[src/rtl/multiport_register_file.sv]
// ---------------------------------------------------------------------------
// MultiportRegisterFile
// Integer register file sitting between decode and writeback. Provides
// NUM_READ combinational read ports and one write port, a write-to-read
// bypass, a per-register pending scoreboard (reserve at issue, release at
// writeback) and a clear engine that zeroes one entry per cycle after reset.
//
// Ports
//   clock        rising-edge clock
//   reset        synchronous, active-low
//   rs_addr      read addresses, port i = [i*AW +: AW]
//   rs_data      read data, port i = [i*XLEN +: XLEN]
//   rs_ready     per-port valid (not pending, or bypass hit)
//   wr_en/wr_addr/wr_data   writeback port
//   res_en/res_addr         reserve (mark pending) port
//   dbg_addr/dbg_data       raw array tap, no bypass
//   busy         reset or clear in progress; strobes ignored
//   any_pending  OR of all pending bits
// ---------------------------------------------------------------------------
module multiport_register_file #(
    parameter int XLEN     = 32,
    parameter int DEPTH    = 32,
    parameter int NUM_READ = 2,
    parameter bit ZERO_REG = 1'b1,
    parameter bit BYPASS   = 1'b1,
    localparam int AW      = $clog2(DEPTH)
) (
    input  logic                     clock,
    input  logic                     reset,
    input  logic [NUM_READ*AW-1:0]   rs_addr,
    output logic [NUM_READ*XLEN-1:0] rs_data,
    output logic [NUM_READ-1:0]      rs_ready,
    input  logic                     wr_en,
    input  logic [AW-1:0]            wr_addr,
    input  logic [XLEN-1:0]          wr_data,
    input  logic                     res_en,
    input  logic [AW-1:0]            res_addr,
    input  logic [AW-1:0]            dbg_addr,
    output logic [XLEN-1:0]          dbg_data,
    output logic                     busy,
    output logic                     any_pending
);

    typedef enum logic {
        CLEARING = 1'b0,
        READY    = 1'b1
    } stateT;

    stateT               r_state;
    logic [AW-1:0]       r_clrIdx;
    logic [DEPTH-1:0]    r_pending;
    logic [XLEN-1:0]     r_mem [DEPTH];

    logic                w_wrLegal;
    logic                w_resLegal;

    // Busy is asserted combinationally while reset is held so that
    // consumers see a quiet register file from the very first reset cycle,
    // not only after the first clock edge has moved the state to CLEARING.
    assign busy = !reset || (r_state == CLEARING);

    // A write or reserve only counts when the file is idle and the target
    // is not the hardwired zero register.
    assign w_wrLegal  = wr_en  && !busy && !(ZERO_REG && (wr_addr  == '0));
    assign w_resLegal = res_en && !busy && !(ZERO_REG && (res_addr == '0));

    // Control state: clear sequencing and the pending scoreboard. The
    // reserve assignment follows the write-release so that a same-cycle
    // write and reserve to one register leaves it pending.
    always_ff @(posedge clock) begin
        if (!reset) begin
            r_state   <= CLEARING;
            r_clrIdx  <= '0;
            r_pending <= '0;
        end else if (r_state == CLEARING) begin
            r_clrIdx <= r_clrIdx + 1'b1;
            if (r_clrIdx == AW'(DEPTH - 1)) begin
                r_state <= READY;
            end
        end else begin
            if (w_wrLegal) begin
                r_pending[wr_addr] <= 1'b0;
            end
            if (w_resLegal) begin
                r_pending[res_addr] <= 1'b1;
            end
        end
    end

    // Storage array. It is not reset directly; the clear engine zeroes it
    // one entry per cycle once reset is released, which keeps the array
    // mappable onto plain RAM-style flops without a wide reset fan-out.
    always_ff @(posedge clock) begin
        if (reset && (r_state == CLEARING)) begin
            r_mem[r_clrIdx] <= '0;
        end else if (w_wrLegal) begin
            r_mem[wr_addr] <= wr_data;
        end
    end

    // Read ports, all independent. Priority is zero register, then the
    // same-cycle bypass, then the stored value gated by the scoreboard.
    // A reserve issued this cycle only shows up next cycle because the
    // scoreboard is read from registered state.
    always_comb begin
        rs_data  = '0;
        rs_ready = '0;
        for (int i = 0; i < NUM_READ; i++) begin
            logic [AW-1:0] w_addr;
            w_addr = rs_addr[i*AW +: AW];
            if (busy) begin
                rs_data[i*XLEN +: XLEN] = '0;
                rs_ready[i]             = 1'b0;
            end else if (ZERO_REG && (w_addr == '0)) begin
                rs_data[i*XLEN +: XLEN] = '0;
                rs_ready[i]             = 1'b1;
            end else if (BYPASS && w_wrLegal && (wr_addr == w_addr)) begin
                rs_data[i*XLEN +: XLEN] = wr_data;
                rs_ready[i]             = 1'b1;
            end else begin
                rs_data[i*XLEN +: XLEN] = r_mem[w_addr];
                rs_ready[i]             = !r_pending[w_addr];
            end
        end
    end

    // Debug tap and pending summary show registered state only, and are
    // silenced while the file is being reset or cleared.
    assign dbg_data    = busy ? '0 : r_mem[dbg_addr];
    assign any_pending = busy ? 1'b0 : |r_pending;

endmodule

[config.mk]
export PLATFORM = sky130hd
export DESIGN_NAME = multiport_register_file
export DESIGN_NICKNAME = d
export VERILOG_FILES = /design/src/rtl/multiport_register_file.sv
export SDC_FILE = /design/constraint.sdc
export NUM_CORES = 2
export LEC_CHECK = 0
export BUFFER_PORTS_ARGS = -buffer_cell sky130_fd_sc_hd__buf_2
export CAP_MARGIN = 20
export CORE_MARGIN = 2
export CORE_UTILIZATION = 41
export CTS_CLUSTER_SIZE = 24
export DETAILED_ROUTE_END_ITERATION = 10
export GPL_TIMING_DRIVEN = 0
export MAX_ROUTING_LAYER = met4
export PLACE_DENSITY = 0.62
export REMOVE_ABC_BUFFERS = 1
export SLEW_MARGIN = 5
export SYNTH_ARGS = -nofsm -noshare
export SYNTH_HDL_FRONTEND = slang
export SYNTH_SLANG_ARGS = --single-unit
[constraint.sdc]
create_clock -name clock -period 4.1 [get_ports clock]
set_input_delay 0.82 -clock clock [delete_from_list [all_inputs] [get_ports clock]]
set_output_delay 0.82 -clock clock [all_outputs]
set_load 0.005 [all_outputs]
==> impl_metrics.tcl <==
set metrics [dict create \
    path_class "in2out" \
    globalplace.congestion 0.841 \
    holdPathStages 2 \
    post_dp_cell_area_sq_um 63700 \
    p_leak_nw 20.5 \
    worst_pin_slew_ns 1.15 \
    ioPinCount 161 \
    start_util_pct 41.3 \
    maxSlewViolCount 0 \
    r2r_start "r_state" \
    drt.antenna.violating_nets 0 \
    fmax_mhz 245 \
    clk_pin_slew_worst_paths_ns 0.06 \
    cts-root-buf "clkbuf_16" \
    dp_cells 4839 \
    yosysTopAreaCell "edfxtp_1" \
    cts_buffer_depth 3 \
    fin_crit_sh_pct 99.6 \
    drive_above_1_share_pct 47.0 \
    nNetsFinal 3181 \
    wl_um 212000 \
    min_period_ns 4.08 \
    hold_path.startpoint "res_addr[0]" \
    clock_sink_count 1062 \
    netlist_instances 2939 \
    synth.top_cells.by_area "edfxtp_1 53%, mux4_2 36%, mux2i_1 2.8%, dfxtp_1 1.3%, buf_2 1.0%" \
    core-area_sq_um 142000 \
    cap_violations 0 \
    cp.required_ns 3.28 \
    vdd_drop_max_mv 0.375 \
    synth_seq_cells 1062 \
    cp-start-kind "primary input" \
    drt_first_pass_iters 7 \
    rows 138 \
    ys_seq_area_share_pct 53.9 \
    dieArea_sq_um 146000 \
    critPathArrivalTime_ns 3.26 \
    synth.distinct_cells 51 \
    instances_no_fill 5105 \
    reg2reg_slack_ns 0.56 \
    areaGrowthSynthToFinish_pct 17.8 \
    drt_iter0_markers 5497 \
    worst_hold_path_type "in2reg" \
    yosysMostFrequentCell "edfxtp_1" \
    vias_per_cell 7.24 \
    clock_latency_ns 0.74 \
    io_buffer_count 160 \
    status "finished, final reports clean" \
    slew-limit-headroom_pct 22.0 \
    grt_max_degree 67 \
    route.detailed.drc 0 \
    postCtsHoldBufs 0 \
    yosys_warnings 0 \
    vias 36900 \
    fillers 11300 \
    cts_tree "yes" \
    synth_edf_count 1024 \
    crit_path_end_kind "primary output" \
    hpwl_um 126000 \
    grt_pass1_wl_um 294000 \
    power_density_nw_per_um2 356 \
    synth_area_sq_um 58500 \
    synth_common_cells "1024 x edfxtp_1, 946 x mux4_2, 165 x mux2i_1, 148 x nor2_1, 118 x buf_2" \
    die_h_um 382 \
    overflow 0 \
    ys.flop_type "edfxtp_1" \
    fin_area_sq_um 68900 \
    finalHoldViolCount 0 \
    routedWlPerCell_um 41.5 \
    grt_pass1_vias 37400 \
    die_x_um 382 \
    reg2reg_to "r_mem[7][8]" \
    track_usage_pct 29.7 \
    reg2reg_depth 7 \
    antenna_found_initial 4 \
    synth_top_area_share_pct 52.6 \
    hold_end "r_pending[8]" \
    avgSynthCellArea_sq_um 19.9 \
    skew_ns 0.0314 \
    ys_async_sr_fraction_pct 0 \
    cts_max_level 3 \
    cts_buffers 115 \
    rsz0062_at_grt "true" \
    setup_viol 0 \
    worstPathMaxFanout 66 \
]
## metal layers
metal  track usage [%]  part of all wire, %
met1              38.3                   36
met2              45.1                   47
met3              7.23                   12
met4              12.6                  4.9
met5                 -                    0
## state kept, by name, indices dropped and copies added, names as in the netlist
name / count
r_mem: 1024
r_pending: 32
r_clrIdx: 5
r_state: 1
## worst max path at each step
stage,start,to,slack (ns),cells past startpoint
2_1_floorplan,reset,rs_data[62],-1.30,5
3_3_place_gp,rs_addr[0],rs_data[3],-16.57,7
3_5_place_dp,rs_addr[0],rs_data[16],-1.23,9
4_1_cts,rs_addr[5],rs_data[63],0.02,8
5_1_grt,dbg_addr[0],dbg_data[15],-0.08,7
6_report,dbg_addr[0],dbg_data[15],0.02,7
## cells in the final DEF, fill, tap and decap left out, types with 7 or more instances in the layout
master     count
mux2i_1      162
a21boi_0      26
nand3_1       12
buf_12        55
buf_4         15
clkbuf_16    125
a211oi_1      31
o21ai_0       29
o22ai_1       24
nor3_1        40
mux4_2       946
edfxtp_1    1024
nor2_1       115
clkinv_1      37
bufbuf_16     24
nor4_1        11
nor2_4        32
dfxtp_1       37
and2_1        37
xnor2_1        9
buf_2        146
nand2b_1       7
buf_8         16
bufinv_16     12
nand2_1       25
buf_16        71
clkbuf_1      17
clkinv_2      17
inv_1          7
## where the power goes
| group | total, mW | internal [mW] | switching (mW) | leakage [nW] |
|---|---|---|---|---|
| Combinational | 2.16 | 0.962 | 1.20 | 9.82 |
| Sequential | 11.8 | 11.8 | 0.0428 | 8.83 |
| Clock | 10.5 | 6.00 | 4.51 | 1.81 |
| Total | 24.5 | 18.7 | 5.75 | 20.5 |
## layout make-up
cell class	count	area (sq um)	area share (%)
antenna	1	2.50	0.00363
clock buffer	136	3030	4.40
clock inverter	77	706	1.02
inverter	12	80.1	0.116
multi-input combinational	1588	26000	37.8
sequential	1062	31500	45.7
tap	1890	2360	3.43
timing repair buffer	339	5150	7.48
## worst max-delay path, stage by stage
cell and delay, ns:
buf_16 0.26, buf_16 0.43, mux4_2 0.60, mux4_2 0.52, mux2i_1 0.17, nor2_1 0.09, buf_2 0.17
## through the flow
stage | worst slack [ns] | utilization [%] | hold slack [ns] | power [mW] | setup TNS [ns]
global route | -0.0786 | 48.7 | 0.416 | 25.0 | -0.424
global placement | -16.57 | 42.6 | 0.499 | 14.0 | -9989.32
finish | 0.0158 | 48.7 | 0.415 | 24.5 | 0
detailed placement | -1.23 | 45.0 | 0.495 | 14.0 | -98.38
CTS | 0.0153 | 48.5 | 0.374 | 24.5 | 0
floorplan | -1.30 | - | 0.449 | 12.9 | -47.67
## cell families after synthesis
logic type | after synthesis | share of synthesized area (%)
AND/OR/NAND/NOR | 307 | 2.46
AO/OA/AOI/OAI | 155 | 1.81
multiplexers | 1112 | 39.3
buffers and inverters | 289 | 2.39
flip-flops | 1062 | 53.9
XOR/XNOR | 12 | 0.180
adder cells (fa/ha/maj) | 2 | 0.0428
## repair_timing
item,CTS,global route
setup endpoints to repair,86,38
pin swaps,3,1
gates cloned,31,7
gates resized for setup,46,4
setup buffers,13,0
(Power assumes the default switching activity.)
